<file path="src/rtl/keypad_scanner.sv">
// 4x4 keypad matrix scanner: walks an active-low column strobe, synchronizes the rows and
// emits one debounced key code per press/release pair.
module keypad_scanner #(
  parameter int SCAN_DIV     = 2000,
  parameter int DEBOUNCE_CNT = 50000
) (
  input  logic       clk,
  input  logic       rst,
  input  logic [3:0] row_in,
  output logic [3:0] col_out,
  output logic [3:0] key_code,
  output logic       key_valid,
  output logic       key_down
);

  typedef enum logic [1:0] {
    SCAN     = 2'd0,
    DEBOUNCE = 2'd1,
    HELD     = 2'd2,
    RELEASE  = 2'd3
  } state_e;

  localparam logic [15:0] DWELL_LAST = 16'(SCAN_DIV - 1);
  localparam logic [15:0] DEB_LAST   = 16'(DEBOUNCE_CNT - 1);

  state_e      state_q, state_d;
  logic [3:0]  sync1_q, row_s_q;
  logic [1:0]  col_idx_q, col_idx_d;
  logic [1:0]  row_idx_q, row_idx_d;
  logic [15:0] dwell_q, dwell_d;
  logic [15:0] deb_cnt_q, deb_cnt_d;
  logic [3:0]  key_code_q, key_code_d;
  logic        key_valid_q, key_valid_d;
  logic        key_down_q, key_down_d;

  logic [1:0]  first_low;
  logic        row_high;

  // Idle rows read high, so the synchronizer resets to "no key" rather than zero.
  always_ff @(posedge clk or posedge rst) begin
    if (rst) begin
      sync1_q <= 4'b1111;
      row_s_q <= 4'b1111;
    end else begin
      sync1_q <= row_in;
      row_s_q <= sync1_q;
    end
  end

  always_comb begin
    if (!row_s_q[0])      first_low = 2'd0;
    else if (!row_s_q[1]) first_low = 2'd1;
    else if (!row_s_q[2]) first_low = 2'd2;
    else                  first_low = 2'd3;
  end

  assign row_high = row_s_q[row_idx_q];

  // NOTE: every variable assigned in this block gets a default first, so no path can
  // leave one unassigned and infer a latch.
  always_comb begin
    state_d     = state_q;
    col_idx_d   = col_idx_q;
    row_idx_d   = row_idx_q;
    dwell_d     = dwell_q;
    deb_cnt_d   = deb_cnt_q;
    key_code_d  = key_code_q;
    key_valid_d = 1'b0;
    key_down_d  = key_down_q;

    case (state_q)
      SCAN: begin
        if (dwell_q == DWELL_LAST) begin
          dwell_d = '0;
          if (row_s_q == 4'b1111) begin
            col_idx_d = col_idx_q + 2'd1;
          end else begin
            row_idx_d = first_low;
            deb_cnt_d = '0;
            state_d   = DEBOUNCE;
          end
        end else begin
          dwell_d = dwell_q + 16'd1;
        end
      end

      DEBOUNCE: begin
        if (!row_high) begin
          if (deb_cnt_q == DEB_LAST) begin
            key_code_d  = {row_idx_q, col_idx_q};
            key_valid_d = 1'b1;
            key_down_d  = 1'b1;
            state_d     = HELD;
          end else begin
            deb_cnt_d = deb_cnt_q + 16'd1;
          end
        end else begin
          // A bounce during press debounce is dropped silently; move on to the next column.
          col_idx_d = col_idx_q + 2'd1;
          dwell_d   = '0;
          state_d   = SCAN;
        end
      end

      HELD: begin
        if (row_high) begin
          deb_cnt_d = '0;
          state_d   = RELEASE;
        end
      end

      RELEASE: begin
        if (row_high) begin
          if (deb_cnt_q == DEB_LAST) begin
            key_down_d = 1'b0;
            col_idx_d  = col_idx_q + 2'd1;
            dwell_d    = '0;
            state_d    = SCAN;
          end else begin
            deb_cnt_d = deb_cnt_q + 16'd1;
          end
        end else begin
          deb_cnt_d = '0;
        end
      end

      default: begin
        state_d = SCAN;
        dwell_d = '0;
      end
    endcase
  end

  // NOTE: sequential state uses non-blocking assignments only, so every flop samples the
  // pre-edge values regardless of statement order.
  always_ff @(posedge clk or posedge rst) begin
    if (rst) begin
      state_q     <= SCAN;
      col_idx_q   <= '0;
      row_idx_q   <= '0;
      dwell_q     <= '0;
      deb_cnt_q   <= '0;
      key_code_q  <= '0;
      key_valid_q <= 1'b0;
      key_down_q  <= 1'b0;
    end else begin
      state_q     <= state_d;
      col_idx_q   <= col_idx_d;
      row_idx_q   <= row_idx_d;
      dwell_q     <= dwell_d;
      deb_cnt_q   <= deb_cnt_d;
      key_code_q  <= key_code_d;
      key_valid_q <= key_valid_d;
      key_down_q  <= key_down_d;
    end
  end

  assign col_out   = ~(4'b0001 << col_idx_q);
  assign key_code  = key_code_q;
  assign key_valid = key_valid_q;
  assign key_down  = key_down_q;

endmodule
</file>
<file path="config.mk">
export PLATFORM = sky130hd
export DESIGN_NAME = keypad_scanner
export DESIGN_NICKNAME = d
export VERILOG_FILES = /design/src/rtl/keypad_scanner.sv
export SDC_FILE = /design/constraint.sdc
export NUM_CORES = 1
export LEC_CHECK = 0
export ABC_AREA = 0
export CAP_MARGIN = 5
export CORE_MARGIN = 2
export CORE_UTILIZATION = 64
export CTS_CLUSTER_SIZE = 12
export DETAILED_ROUTE_END_ITERATION = 6
export PLACE_DENSITY = 0.95
export RECOVER_POWER = 100
export SYNTH_ARGS = -nofsm -noshare
export SYNTH_HDL_FRONTEND = slang
export SYNTH_SLANG_ARGS = --single-unit
export TNS_END_PERCENT = 50
</file>
<file path="constraint.sdc">
create_clock -name clk -period 3.2 [get_ports clk]
set_input_delay 0.64 -clock clk [delete_from_list [all_inputs] [get_ports clk]]
set_output_delay 0.64 -clock clk [all_outputs]
set_load 0.005 [all_outputs]
</file>
== Yosys cells after proc, flatten, opt, wreduce, memory -nomap -nowiden ==
Index checks and enable logic that the tools add are counted.

* Register bits after elaboration: 52
* Input bits: 6
* Output and inout bits: 10
* Word-level logic and storage cells: 82

* $add $sub $neg: 3
* Order comparisons: 1
* Equality and inequality tests: 16
* Shifts and indexed selects: 1
* Mux-type cells: 38
* Bitwise operators: 3
* Reduce and logical (&&, ||, !) cells: 10

{| class="wikitable"
|+ Operators with widths
! operator !! number
|-
| 2-to-1 mux 16 bit || 9
|-
| one-hot mux 16 bit (4 select lines) || 1
|-
| one-hot mux 16 bit (3 select lines) || 1
|-
| adder 16 x 1 -> 16 bit, second input constant || 2
|-
| 2-to-1 mux 2 bit || 14
|-
| != test 2 bit, second input constant || 9
|-
| equality test 16 x 11 -> 1 bit, second input constant || 1
|-
| equality test 16 bit, second input constant || 1
|-
| AND reduction 6 bit || 2
|-
| 2-to-1 mux 1 bit || 9
|-
| one-hot mux 2 bit (4 select lines) || 1
|-
| AND reduction 4 bit || 2
|-
| one-hot mux 2 bit (3 select lines) || 1
|-
| AND reduction 3 bit || 2
|-
| AND reduction 5 bit || 1
|-
| equality test 2 bit, second input constant || 2
|-
| equality test 4 bit, second input constant || 1
|-
| NOT 4 bit || 1
|-
| left shift 1 x 2 -> 4 bit, first input constant || 1
|-
| < comparator 2 x 3 -> 1 bit, second input constant || 1
|-
| != test 3 bit, second input constant || 1
|-
| nonzero test 3 bit || 1
|-
| adder 2 x 1 -> 2 bit, second input constant || 1
|-
| binary-select mux 1 bit (select 2 bit) || 1
|-
| 5 further kinds || 6
|}

== Longest topological paths before layout ==
* Depth after elaboration: 4
* Mapped depth: 8
* Gate-level depth less buffers: 6

== Least setup slack after synthesis ==
No wires, ideal clock.

* Path kind: register to register
* Start point: register dwell_q[11]
* End point: register deb_cnt_q[13]
* Library setup time: 0.079 ns
* Arrival: 2.080 ns
* Data required time: 3.121 ns
* Path slack: 1.041 ns
* Cell stages (with the launch flop): 8
* Buffers on the path: 2
* Clock period less this slack: 2.159 ns
* Cells stage by stage: dfrtp_1 or4_4 and4b_1 buf_4 a21boi_2 buf_6 or4_1 a21oi_1

* Word-level cells in the longest chain between the ends: 3

{| class="wikitable"
|+ Ends and longest elaborated chain
! item !! line !! RTL
|-
| from (decl) || 30 || <nowiki>logic [15:0] dwell_q, dwell_d;</nowiki>
|-
| from (signal assigned) || 150 || <nowiki>dwell_q <= dwell_d;</nowiki>
|-
| equality test 16 x 11 -> 1 bit || 73 || <nowiki>if (dwell_q == DWELL_LAST) begin</nowiki>
|-
| != test 2 bit (no line) || - ||
|-
| AND reduction 4 bit (no line) || - ||
|-
| to (signal assigned) || 151 || <nowiki>deb_cnt_q <= deb_cnt_d;</nowiki>
|-
| to (decl) || 31 || <nowiki>logic [15:0] deb_cnt_q, deb_cnt_d;</nowiki>
|}

No other way between the ends.
A chain may end at the register's enable or synchronous reset.

== Worst setup path after layout ==
* Start point: register row_idx_q[0]
* End point: register deb_cnt_q[5]

* Word-level cells in the longest chain between the ends: 4
* Elaborated cells on any way between the ends: 7
* Classes of those cells: 2 x eq/ne; 4 x mux; 1 x reduce/logical

{| class="wikitable"
|+ Ends and longest elaborated chain
! item !! line !! RTL
|-
| from (decl) || 29 || <nowiki>logic [1:0] row_idx_q, row_idx_d;</nowiki>
|-
| from (signal assigned) || 149 || <nowiki>row_idx_q <= row_idx_d;</nowiki>
|-
| binary-select mux 1 bit (select 2 bit) * || 57 || <nowiki>assign row_high = row_s_q[row_idx_q];</nowiki>
|-
| 2-to-1 mux 1 bit (not written as such) * || 57 ||
|-
| 2-to-1 mux 16 bit / != test 2 bit (equally long branches) || - ||
|-
| one-hot mux 16 bit (4 select lines) / AND reduction 4 bit (equally long branches) || - ||
|}

Mark *: on every way between the ends. The rest lies on a longest branch, timed or not. The select of a mux whose other input is x is not followed.

==> impl_metrics.csv <==
group,metric,value,unit
run_status,outcome,"complete, no violations",
routing,wire_per_inst,17.2,µm
sta,slew_viol_final,0,
place,hpwl,3.79,mm
yosys,synth_cell_types,45,
floorplan,start_util,0.674,
clocking,cts_sinks,52,
place,port_buffers,15,
worst_setup_path,cp-end-kind,"flip-flop",
yosys,synth-seq-cells,52,
global_routing,grt_pass1_vias,2236,
worst_setup_path,cp_top_family,"compound AO/OA/AOI/OAI gates",
clocking,numCtsBuffers,5,
global_routing,grt_max_degree,33,
yosys,syn_nets,292,
floorplan,row_count,23,
routing,routed_wl,5.87,mm
sta,period_share,0.850,
place,gp_congestion,0.845,
power_and_ir_drop,power.density,428,nW/µm²
floorplan,fp.dieH,69.4,µm
worst_setup_path,worstSetupPathType,"flip-flop to flip-flop",
sta,finalHoldViolations,0,
min_path,hp-class,"flip-flop to flip-flop",
clocking,htreeDepth,2,
power_and_ir_drop,ir_drop,337,µV
routing,vias,2291,
final_layout,layout.nets,302,
clocking,clock-root-buffer,"clkbuf_8",
clocking,clk_pin_slew,0.09,ns
worst_setup_path,critPathSlowestCell,"a21boi_2",
floorplan,coreArea,4060,µm²
flow_run,cap_violations,0,
yosys,syn-cell-area,2740,µm²
sta,tns,0,ns
sta,max_freq,368,MHz
final_layout,final_cell_mix,"dfrtp_1, nor2_1, a21oi_1",
clocking,post_cts_resized,0,
global_routing,antenna_found_initial,0,
global_routing,grt.total_usage,0.256,
sta,grt_setup_unrepaired,"false",
sta,maxSlewHeadroom,0.266,
floorplan,ioPinCount,16,
routing,drt_iter0_markers,236,
global_routing,grt_overflow,0,
final_layout,drive_above_1_share,0.0962,
worst_setup_path,cpPeakStageDelay,0.86,ns
worst_setup_path,cp-start-kind,"flip-flop",
clocking,cts_setup_buffers,0,
power_and_ir_drop,p_leak,1.24,nW
sta,tightest_slew,1.09,ns
yosys,yosysSeqAreaShare,0.479,
routing,final_antenna_net_count,0,
yosys,synth_enable_flop_cells,0,
routing,first_pass_iters,5,
clocking,clockBufferDepth,2,
global_routing,grt_pass1_wl,10.0,mm
clocking,clkLatencyLatePin,0.31,ns
sta,finalSetupViolCount,0,
worst_setup_path,arrival,2.95,ns
worst_setup_path,worstPathCellList,"mux4_2, mux2i_1, a21boi_2, o21ai_0, a21oi_1",
final_layout,layout_commonest_cell,"dfrtp_1",
sta,period_needed,2.72,ns
yosys,yosys_warnings,0,
yosys,syn_inst,280,
final_layout,area_growth,11.5,%
yosys,synthArstFlopShare,1.00,
yosys,syn_avg_cell_area,9.77,µm²
worst_setup_path,path_max_fanout,30,
clocking,cts_tree,"built",
routing,vias_per_cell,6.72,
final_layout,diodes,0,
worst_setup_path,critPathBufInv,0,
yosys,synthFlopType,"dfrtp_1",
floorplan,fp.dieW,69.4,µm
sta,setup_ws,0.481,ns
routing,drc,0,
clocking,hold_buffers,0,
floorplan,die-area,4810,µm²
sta,clock_skew,0.00427,ns
place,pre_cts_slack,0.594,ns
worst_setup_path,crit_required,3.43,ns
area by class of cell:
type                       instances  area [µm²]
clock buffer                       5        68.8
clock inverter                     3        90.1
fill                             260        1010
inverter                          12        45.0
multi-input combinational        200        1300
sequential                        52        1310
tap                               50        62.6
timing repair buffer              19         170
metrics by stage:
stage	area [µm²]	hold slack, ns	std cells	total power [mW]	utilization
2_1_floorplan	2740	0.345	280	0.696	-
3_5_place_dp	2900	0.349	333	0.708	0.715
6_report	3050	0.363	341	1.31	0.752
3_3_place_gp	2900	0.348	333	0.707	0.715
5_1_grt	3050	0.361	341	1.33	0.752
4_1_cts	3060	0.357	341	1.30	0.755
power breakdown:
| part | total (mW) | switching (mW) | internal (mW) |
|---|---|---|---|
| sequential | 0.669 | 0.00340 | 0.666 |
| combinational | 0.0244 | 0.0170 | 0.00742 |
| clock | 0.612 | 0.221 | 0.391 |
| total | 1.31 | 0.241 | 1.06 |
per-layer routing:
metal	wire (µm)	GRT usage
met5	0	0
met4	106	0.0893
met3	414	0.0581
met2	2860	0.418
met1	2490	0.339
synthesized netlist by cell type, types with 2 or more instances:
cell type | number | area [µm²]
nand2_1 | 16 | 60.1
nor4_1 | 8 | 50.1
nand4_1 | 5 | 31.3
nor4b_1 | 3 | 26.3
or4_1 | 9 | 67.6
dfrtp_1 | 44 | 1100
or2_2 | 2 | 12.5
dfstp_2 | 8 | 210
nor2_1 | 21 | 78.8
o41ai_1 | 4 | 35.0
nand4bb_1 | 3 | 33.8
and2_1 | 2 | 12.5
o21ai_0 | 18 | 90.1
nand3_1 | 15 | 75.1
inv_1 | 12 | 45.0
and4_1 | 3 | 26.3
a21boi_0 | 2 | 15.0
nand4b_1 | 2 | 17.5
nor3_1 | 8 | 40.0
buf_2 | 4 | 20.0
and3_1 | 3 | 18.8
clkbuf_1 | 10 | 37.5
mux2i_1 | 2 | 20.0
o22ai_1 | 2 | 12.5
o31ai_1 | 6 | 45.0
xnor2_1 | 15 | 131
nand2b_1 | 3 | 18.8
a21oi_1 | 19 | 95.1
or3_1 | 7 | 43.8
ha_1 | 6 | 75.1
mux2_2 | 4 | 45.0
path summary, 6_finish.rpt:
path	start	end	slack (ns)	depth (start not counted)
setup / recovery	row_idx_q[0]	deb_cnt_q[5]	0.48	5
max in group asynchronous	rst	key_code[0]	1.09	3
setup reg to reg	row_idx_q[0]	deb_cnt_q[5]	0.48	5
hold reg to reg	sync1_q[3]	row_s_q[3]	0.36	0
min in group asynchronous	rst	deb_cnt_q[2]	0.89	2
hold / removal	sync1_q[3]	row_s_q[3]	0.36	0
state kept, by name (all words and copies together), names as in the netlist, named ones only:
register   count
key_valid      1
row_idx_q      2
row_s_q        4
deb_cnt_q     16
state_q        1
dwell_q       16
sync1_q        4
col_idx_q      2
key_code       4
key_down       1
cell families (layout without fill, tap and decap cells):
family | count (synthesis) | after routing | share of synthesized area
AOI/OAI and AO/OA | 56 | 56 | 0.123
xor gates and xnor gates | 15 | 15 | 0.0480
adders and majority gates | 7 | 7 | 0.0311
buffers and inverters | 28 | 39 | 0.0444
DFF | 52 | 52 | 0.479
muxes | 8 | 8 | 0.0361
and+or+nand+nor | 114 | 114 | 0.238
Note: power is estimated with default switching activity, not from simulation.
